==> src/rtl/loader_pkg.sv <==
// -----------------------------------------------------------------------------
// loader_pkg
//   Shared types and constants for the boot-time instruction loader.
//   - loader_state_t : FSM states of instr_loader
//   - BYTES_PER_WORD : stream bytes per 32-bit instruction word
//   - byte_idx_t     : index of a byte within a word
//   - word_t         : 32-bit instruction / header word
// -----------------------------------------------------------------------------
package loader_pkg;

    localparam int BYTES_PER_WORD = 4;

    typedef logic [1:0]  byte_idx_t;
    typedef logic [31:0] word_t;

    typedef enum logic [2:0] {
        IDLE,
        HDR,
        DATA,
        WRITE,
        DONE
    } loader_state_t;

endpackage

==> src/rtl/byte_assembler.sv <==
// -----------------------------------------------------------------------------
// byte_assembler
//   Collects four stream bytes into one little-endian 32-bit word. The first
//   accepted byte ends up in bits [7:0].
//   Ports:
//     clk, rst_n : clock, asynchronous active-low reset
//     clr        : restart assembly (byte index and word cleared)
//     accept     : a byte is transferred this cycle
//     byte_data  : the byte being transferred
//     word       : assembled word (complete the cycle after the 4th accept)
//     last_byte  : the next accepted byte completes a word
// -----------------------------------------------------------------------------
module byte_assembler
    import loader_pkg::*;
(
    input  logic       clk,
    input  logic       rst_n,
    input  logic       clr,
    input  logic       accept,
    input  logic [7:0] byte_data,
    output word_t      word,
    output logic       last_byte
);

    byte_idx_t byte_cnt;

    // NOTE: sequential state uses non-blocking assignments so every flop
    // samples the values from before the clock edge.
    always_ff @(posedge clk or negedge rst_n) begin
        if (!rst_n) begin
            byte_cnt <= '0;
            word     <= '0;
        end else if (clr) begin
            byte_cnt <= '0;
            word     <= '0;
        end else if (accept) begin
            // Index wraps to 0 after the 4th byte, ready for the next word.
            byte_cnt <= byte_cnt + 1'b1;
            // Shift right so the earliest byte settles in the low lane.
            word     <= {byte_data, word[31:8]};
        end
    end

    assign last_byte = (byte_cnt == byte_idx_t'(BYTES_PER_WORD - 1));

endmodule

==> src/rtl/instr_loader.sv <==
// -----------------------------------------------------------------------------
// instr_loader
//   Boot-time program loader for the instruction memory. Receives a byte
//   stream (32-bit word count N, then N little-endian words), writes one word
//   per imem_we strobe, stalls the core via trigger while loading and pulses
//   pc_reset on completion so the core restarts at address 0.
//   Ports:
//     clk, rst_n             : clock, asynchronous active-low reset
//     start                  : begin a load (honoured only when idle)
//     byte_valid/byte_data   : stream source
//     byte_ready             : loader accepts a byte this cycle
//     imem_we/addr/wdata     : instruction memory write port
//     trigger                : core stall request (high while loading)
//     pc_reset, done         : one-cycle completion pulses
//     err                    : sticky, header count exceeded capacity
// -----------------------------------------------------------------------------
module instr_loader
    import loader_pkg::*;
#(
    parameter int ADDR_WIDTH = 10
)
(
    input  logic                  clk,
    input  logic                  rst_n,
    input  logic                  start,
    input  logic                  byte_valid,
    input  logic [7:0]            byte_data,
    output logic                  byte_ready,
    output logic                  imem_we,
    output logic [ADDR_WIDTH-1:0] imem_addr,
    output logic [31:0]           imem_wdata,
    output logic                  trigger,
    output logic                  pc_reset,
    output logic                  done,
    output logic                  err
);

    localparam word_t CAPACITY = word_t'(1) << ADDR_WIDTH;

    loader_state_t state, state_nxt;

    // One extra bit so a full-capacity load never wraps the count.
    logic [ADDR_WIDTH:0] word_cnt;
    word_t               n_words;

    word_t asm_word;
    word_t hdr_word;
    logic  last_byte;
    logic  accept;
    logic  last_word;

    logic  asm_clr;
    logic  cnt_clr;
    logic  cnt_inc;
    logic  n_load;
    logic  err_set;
    logic  err_clr;

    byte_assembler u_asm (
        .clk       (clk),
        .rst_n     (rst_n),
        .clr       (asm_clr),
        .accept    (accept),
        .byte_data (byte_data),
        .word      (asm_word),
        .last_byte (last_byte)
    );

    assign accept = byte_valid && byte_ready;

    // Header value as it will stand once the byte on the bus is taken, so the
    // range decision is made on the same edge as the 4th header byte.
    assign hdr_word = {byte_data, asm_word[31:8]};

    assign last_word = (word_t'(word_cnt) == n_words - word_t'(1));

    always_ff @(posedge clk or negedge rst_n) begin
        if (!rst_n) begin
            state <= IDLE;
        end else begin
            state <= state_nxt;
        end
    end

    // NOTE: every signal written here gets a default first; a missed branch
    // would otherwise infer a latch.
    always_comb begin
        state_nxt  = state;
        asm_clr    = 1'b0;
        cnt_clr    = 1'b0;
        cnt_inc    = 1'b0;
        n_load     = 1'b0;
        err_set    = 1'b0;
        err_clr    = 1'b0;
        byte_ready = 1'b0;
        imem_we    = 1'b0;
        trigger    = 1'b1;
        pc_reset   = 1'b0;
        done       = 1'b0;

        case (state)
            IDLE: begin
                trigger = 1'b0;
                if (start) begin
                    state_nxt = HDR;
                    asm_clr   = 1'b1;
                    cnt_clr   = 1'b1;
                    err_clr   = 1'b1;
                end
            end
            HDR: begin
                byte_ready = 1'b1;
                if (accept && last_byte) begin
                    n_load = 1'b1;
                    if (hdr_word == '0) begin
                        state_nxt = DONE;
                    end else if (hdr_word > CAPACITY) begin
                        err_set   = 1'b1;
                        state_nxt = IDLE;
                    end else begin
                        state_nxt = DATA;
                    end
                end
            end
            DATA: begin
                byte_ready = 1'b1;
                if (accept && last_byte) begin
                    state_nxt = WRITE;
                end
            end
            WRITE: begin
                imem_we = 1'b1;
                if (last_word) begin
                    state_nxt = DONE;
                end else begin
                    cnt_inc   = 1'b1;
                    state_nxt = DATA;
                end
            end
            DONE: begin
                // Core is still stalled this cycle, so it does not advance
                // while its PC is being forced to 0.
                pc_reset  = 1'b1;
                done      = 1'b1;
                state_nxt = IDLE;
            end
            default: begin
                trigger   = 1'b0;
                state_nxt = IDLE;
            end
        endcase
    end

    always_ff @(posedge clk or negedge rst_n) begin
        if (!rst_n) begin
            word_cnt <= '0;
            n_words  <= '0;
            err      <= 1'b0;
        end else begin
            if (cnt_clr) begin
                word_cnt <= '0;
            end else if (cnt_inc) begin
                word_cnt <= word_cnt + 1'b1;
            end

            if (n_load) begin
                n_words <= hdr_word;
            end

            if (err_clr) begin
                err <= 1'b0;
            end else if (err_set) begin
                err <= 1'b1;
            end
        end
    end

    assign imem_addr  = word_cnt[ADDR_WIDTH-1:0];
    assign imem_wdata = asm_word;

endmodule

==> config.mk <==
export PLATFORM = sky130hd
export DESIGN_NAME = instr_loader
export DESIGN_NICKNAME = d
export VERILOG_FILES = /design/src/rtl/loader_pkg.sv /design/src/rtl/byte_assembler.sv /design/src/rtl/instr_loader.sv
export SDC_FILE = /design/constraint.sdc
export NUM_CORES = 1
export LEC_CHECK = 0
export CAP_MARGIN = 5
export CORE_UTILIZATION = 45
export CTS_CLUSTER_SIZE = 10
export DETAILED_ROUTE_END_ITERATION = 10
export PLACE_DENSITY = 0.7
export REMOVE_ABC_BUFFERS = 1
export SETUP_SLACK_MARGIN = 0.02
export SLEW_MARGIN = 0
export SYNTH_ARGS = -nofsm -noshare
export SYNTH_HDL_FRONTEND = slang
export SYNTH_HIERARCHICAL = 1
export SYNTH_SLANG_ARGS = --single-unit
==> constraint.sdc <==
create_clock -name clk -period 2.7 [get_ports clk]
set_input_delay 0.54 -clock clk [delete_from_list [all_inputs] [get_ports clk]]
set_output_delay 0.54 -clock clk [all_outputs]
set_load 0.01 [all_outputs]
Word level (Yosys, flattened, before mapping) --
Index checks and enable logic that the tools add are counted.
Word-level totals: register bits 81, latch bits 0, memory bits (writable) 0, bits in read-only memories 0, output and inout port bits 48, memories kept 0
Cells by class: add/sub/neg operators 3, $mul 0, div/mod/pow operators 0, $lt $le $gt $ge 1, equal/unequal tests 9, shifts and indexed selects 0, muxes and demuxes 29, bitwise operators 0, reductions and logical operators 10
Operator list (number):
- 32-bit 2-to-1 mux | 2
- 11-bit by 32-bit equality test with 1-bit output | 1
- 32-bit by 11-bit greater-than comparator with 1-bit output, second input constant | 1
- 32-bit logical NOT | 1
- 32-bit by 1-bit subtractor with 32-bit output, second input constant | 1
- 11-bit 2-to-1 mux | 2
- 1-bit 2-to-1 mux | 16
- 3-bit 2-to-1 mux | 5
- 3-bit one-hot mux with 4 select lines | 1
- 11-bit by 1-bit adder with 11-bit output, second input constant | 1
- 3-bit by 2-bit equality test with 1-bit output, second input constant | 2
- 2-bit 2-to-1 mux | 3
- 2-bit != test, second input constant | 3
- 2-bit nonzero test | 3
- 4-bit OR reduction | 1
- 3-bit by 1-bit equality test with 1-bit output, second input constant | 1
- 3-bit equality test, second input constant | 1
- 3-bit logical NOT | 1
- 3-bit AND reduction | 1
- 2-bit by 1-bit adder with 2-bit output, second input constant | 1
- 2-bit equality test, second input constant | 1
- 1-bit logical AND | 2
- 2-bit OR reduction | 1

Longest topological paths before layout --
depth after elaboration 9, gate-level depth with buffers 12, depth with buffers taken out 10

Cells and area by module --
The synthesis kept the hierarchy.
By module, submodules not included:
- instr_loader | times used 1, cells each 299, area an instance 2986.6 um^2, seq. area each 1176.1 um^2
- byte_assembler | times used 1, cells each 111, area an instance 1418.9 um^2, seq. area each 850.8 um^2

Worst setup path after synthesis --
OpenSTA, ideal clock, no wires.
path kind reg2reg, start register n_words[2], end register word_cnt[8], setup time 0.123 ns, data arrival time 2.665 ns, required time 2.577 ns, setup slack -0.087 ns, stages on the path, launching flop included 10, path buffers 1, clock period less this slack 2.787 ns, cells stage by stage dfrtp_1 > buf_6 > or4_4 > or3_1 > a22o_1 > and4bb_1 > nand4_4 > o31a_4 > and4_4 > mux2i_1
Between the ends: word-level cells in the longest chain between the ends 5
Ends and longest elaborated chain:
- from (decl) | RTL line instr_loader.sv:44 | word_t n_words;
- from (signal assigned) | RTL line instr_loader.sv:167 | n_words <= hdr_word;
- 32-bit by 1-bit subtractor with 32-bit output | RTL line instr_loader.sv:75 | assign last_word = (word_t'(word_cnt) == n_words - word_t'(1));
- 11-bit by 32-bit equality test with 1-bit output | RTL line instr_loader.sv:75
- 1-bit 2-to-1 mux | RTL line instr_loader.sv:133 | if (last_word) begin
- 1-bit 2-to-1 mux | RTL line instr_loader.sv:101 | case (state)
- 2-bit nonzero test (no line)
- to (signal assigned) | RTL line instr_loader.sv:163 | word_cnt <= word_cnt + 1'b1;
- to (decl) | RTL line instr_loader.sv:43 | logic [ADDR_WIDTH:0] word_cnt;
No other way between the ends. A chain may end at the register's enable or synchronous reset.

Worst setup path in the final report --
Same ends and word-level chain as after synthesis.

==> metrics.txt <==
status finished with violations; violated checks negative setup slack; global-route wire length before repair roughly 17 mm; P_sw 2.55 mW; Top FF cell, synth dfrtp_1; Core Area 0.00937 mm2; logic gate share of total power roughly 50%; clock root buffer clkbuf_8; share of cells above drive strength 1 about a quarter; DR top layer met4; Tmin final between 2 and 3 ns; hold_buf cts 0; Vias between 3k and 4k; Syn Area/Cell between 10 and 15 um2; Critical Path Start Type flop; CP cell instances buf_6, nor4_4, buf_6, nand3_4, o31a_1, nor4_4, nand4_4, o31a_4, and4_4, mux2i_1; Initial Utilization 47.0%; routed length on met3 ~400 um; synthesized cell area 0.00441 mm2; routed length on met2 approximately 5.0 mm; Sink Count 81; Avg Vias per Cell roughly 5.4; Crit. End Element flop; HP Class input port to asynchronous set/reset pin; Pint 4.08 mW; Yosys cell types a little under 60; crit path kind flop to flop; dpl cells about 610; PwrDens 1170 mW/mm2; Leakage between 2 and 3 nW; H-tree levels 3; Critical-path top delay cell o31a_4; 1st-iter DRT viols roughly 140; final instance area 0.00569 mm2; global placer's final weighted congestion ~0.90; Worst EP required 2.95 ns; routed wire length 10.5 mm; Post-Route M1 WL 4.96 mm; worst vdd ir about 580 uV; Non-Filler Instances about 640; Mapped Cells between 400 and 500; Max Slew Vio Count 0; Synth warnings 6; Die Span Y ~100 um; Clock Latency Late Sink about 0.36 ns; crit-path max cell delay between 0.4 and 0.5 ns; Top Ports 60; Least-Margin Pin Slew approximately 0.52 ns; First-pass DRT Iterations 4; share of flip-flops with an asynchronous set or reset between 90% and 100%; Clk network pwr share roughly 14%; skew final between 0.01 and 0.015 ns; vias in the first global route roughly 3.3k; RSZ-0062 raised after global routing yes; final setup margin -0.119 ns; final hold vios 0; Max Freq ~350 MHz; Slew headroom about two thirds; Overflow after GRT 0; CP Max Fanout 8; clock buffer count from CTS 9; n_diodes 0; WP data arrival roughly 3 ns; antenna violations before repair 0; final setup fails 11; Flop pwr share approximately 36%; Cell Area, Placed 0.00527 mm2; die area about 0.010 mm2; Layout area overhead 29.1%; number of synthesized register bits 81; Buffers on Ports 59; Std-Cell Rows 35; WL/cell around 17 um; Clock transition at path regs ~0.080 ns; Longest Clk Path Bufs 2; post-route ant nets 0; DRC viols 0; final period utilization 104%; largest net degree at the start of global routing 45; NumNets Final 517; Post-synth EDFFs 0; sw frac 38.4%; total of max-cap violations 0; Final HPWL DP roughly 7.5 mm; post-synthesis sequential area ratio a little under half; Die Wd approximately 100 um; GRT Overall Usage between 20% and 30%; CTS tree done
## cells by family (layout without fill, tap and decap cells)
logic type,Yosys count,after routing,share of synthesized area [%]
AND/OR/NAND/NOR,160,160,19.7
AO/OA/AOI/OAI,41,41,7.07
XOR/XNOR,18,18,3.58
flip-flops,81,81,46.0
multiplexers,72,72,17.3
adder cells (fa/ha/maj),3,3,0.852
buffers and inverters,35,132,5.42
## critical path, delay by kind of cell (launching register included)
kind / cells / cell delay (ns)
buffers and inverters: 2 / 0.31
and+or+nand+nor: 5 / 1.12
AOI/OAI and AO/OA: 2 / 0.76
muxes: 1 / 0.11
DFF: 1 / 0.40
## synth_stat cells (2+ instances only)
cell type | number | area share (%)
o21ai_0 | 10 | 1.1
o31a_1 | 2 | 0.40
mux2_2 | 34 | 8.7
nand4_1 | 6 | 0.85
buf_6 | 2 | 0.51
xor2_1 | 4 | 0.80
dfrtp_1 | 81 | 46
nand2b_1 | 2 | 0.28
nor3_1 | 14 | 1.6
or3_1 | 6 | 0.85
and2_1 | 4 | 0.57
mux2i_1 | 38 | 8.6
or4_1 | 3 | 0.51
o211ai_1 | 3 | 0.51
nor2_1 | 55 | 4.7
clkbuf_1 | 13 | 1.1
and3b_1 | 2 | 0.40
ha_1 | 3 | 0.85
and3_1 | 4 | 0.57
a31oi_1 | 3 | 0.43
xnor2_1 | 14 | 2.8
or2_2 | 2 | 0.28
nor2b_1 | 2 | 0.28
nor4_1 | 15 | 2.1
o21ai_1 | 2 | 0.23
nand3_1 | 9 | 1.0
inv_1 | 4 | 0.34
nand2_1 | 22 | 1.9
nand3b_1 | 2 | 0.34
buf_4 | 11 | 1.9
a21oi_1 | 8 | 0.91
buf_12 | 3 | 1.4
nor4_4 | 2 | 0.97
## layout by cell type (no fill, tap or decap), types with 3 or more instances in the layout
master and instances:
dfrtp_1 80, clkdlybuf4s50_1 58, nor2_1 54, buf_4 43, mux2i_1 38, mux2_2 34, nand2_1 21, xnor2_1 14
nor3_1 13, nor4_1 13, clkbuf_8 11, o21ai_0 9, buf_6 8, nand3_1 7, a21oi_1 7, nand4_1 6
inv_1 4, and3_1 4, or3_1 4, xor2_1 4, and2_1 3, nor4_4 3, a31oi_1 3, or4_4 3
o211ai_1 3, o21ai_1 3, ha_1 3, buf_12 3
## sequential cells by signal, summed over array words and instances (netlist names)
register / cells
u_asm/word: 32
n_words: 32
err: 1
state: 3
word_cnt: 11
u_asm/byte_cnt: 2
## path summary, 6_finish.rpt
| kind | start | end | slack (ns) | depth (start not counted) |
|---|---|---|---|---|
| min in group clk | n_words[29] | n_words[29] | 0.52 | 1 |
| max in group asynchronous | rst_n | n_words[6] | 1.94 | 2 |
| max | n_words[2] | word_cnt[8] | -0.12 | 10 |
| min | rst_n | word_cnt[5] | 0.16 | 1 |
| min reg2reg | n_words[29] | n_words[29] | 0.52 | 1 |
| max reg2reg | n_words[2] | word_cnt[8] | -0.12 | 10 |
## power by group through the flow
| stage | registers, mW | logic, mW | clock network, mW |
|---|---|---|---|
| final | 2.37 | 3.32 | 0.936 |
| after global routing | 2.46 | 3.61 | 1.01 |
| after CTS | 2.35 | 3.16 | 0.957 |
| after detailed placement | 2.37 | 3.04 | 0 |
| after global placement | 2.35 | 2.98 | 0 |
| after floorplan | 2.36 | 1.55 | 0 |
## per-layer routing
layer | vias to the layer above | global-route usage, %
met2 | 78 | 35.5
li1 | 1654 | -
met4 | 0 | 5.80
met1 | 1684 | 31.0
met3 | 11 | 3.95
met5 | - | 0
## per-stage QoR
stage	hold slack, ns	setup WS [ns]	power, mW	setup TNS, ns	util, %
5_1_grt	0.184	-0.239	7.08	-2.12	60.7
2_1_floorplan	0.244	-0.0807	3.91	-0.233	-
3_3_place_gp	0.492	-0.0705	5.33	-0.116	56.2
4_1_cts	0.165	0.00622	6.47	0	59.3
3_5_place_dp	0.501	-0.0664	5.41	-0.232	56.2
6_report	0.155	-0.119	6.63	-0.705	60.7
## cell type report
| cell class | instances | area [um2] |
|---|---|---|
| Fill cell | 832 | 3680 |
| Clock buffer | 11 | 151 |
| Inverter | 4 | 15.0 |
| Multi-Input combinational cell | 294 | 2220 |
| Clock inverter | 5 | 61.3 |
| Sequential cell | 81 | 2030 |
| Timing Repair Buffer | 112 | 1050 |
| Tap cell | 129 | 161 |
## repair_timing
item | in CTS | in global routing
setup endpoints to repair | 9 | 12
resized for setup | 10 | 15
setup buffers | 4 | 10
gates cloned | 0 | 0
pin swaps | 11 | 24
(Power assumes the default switching activity.)
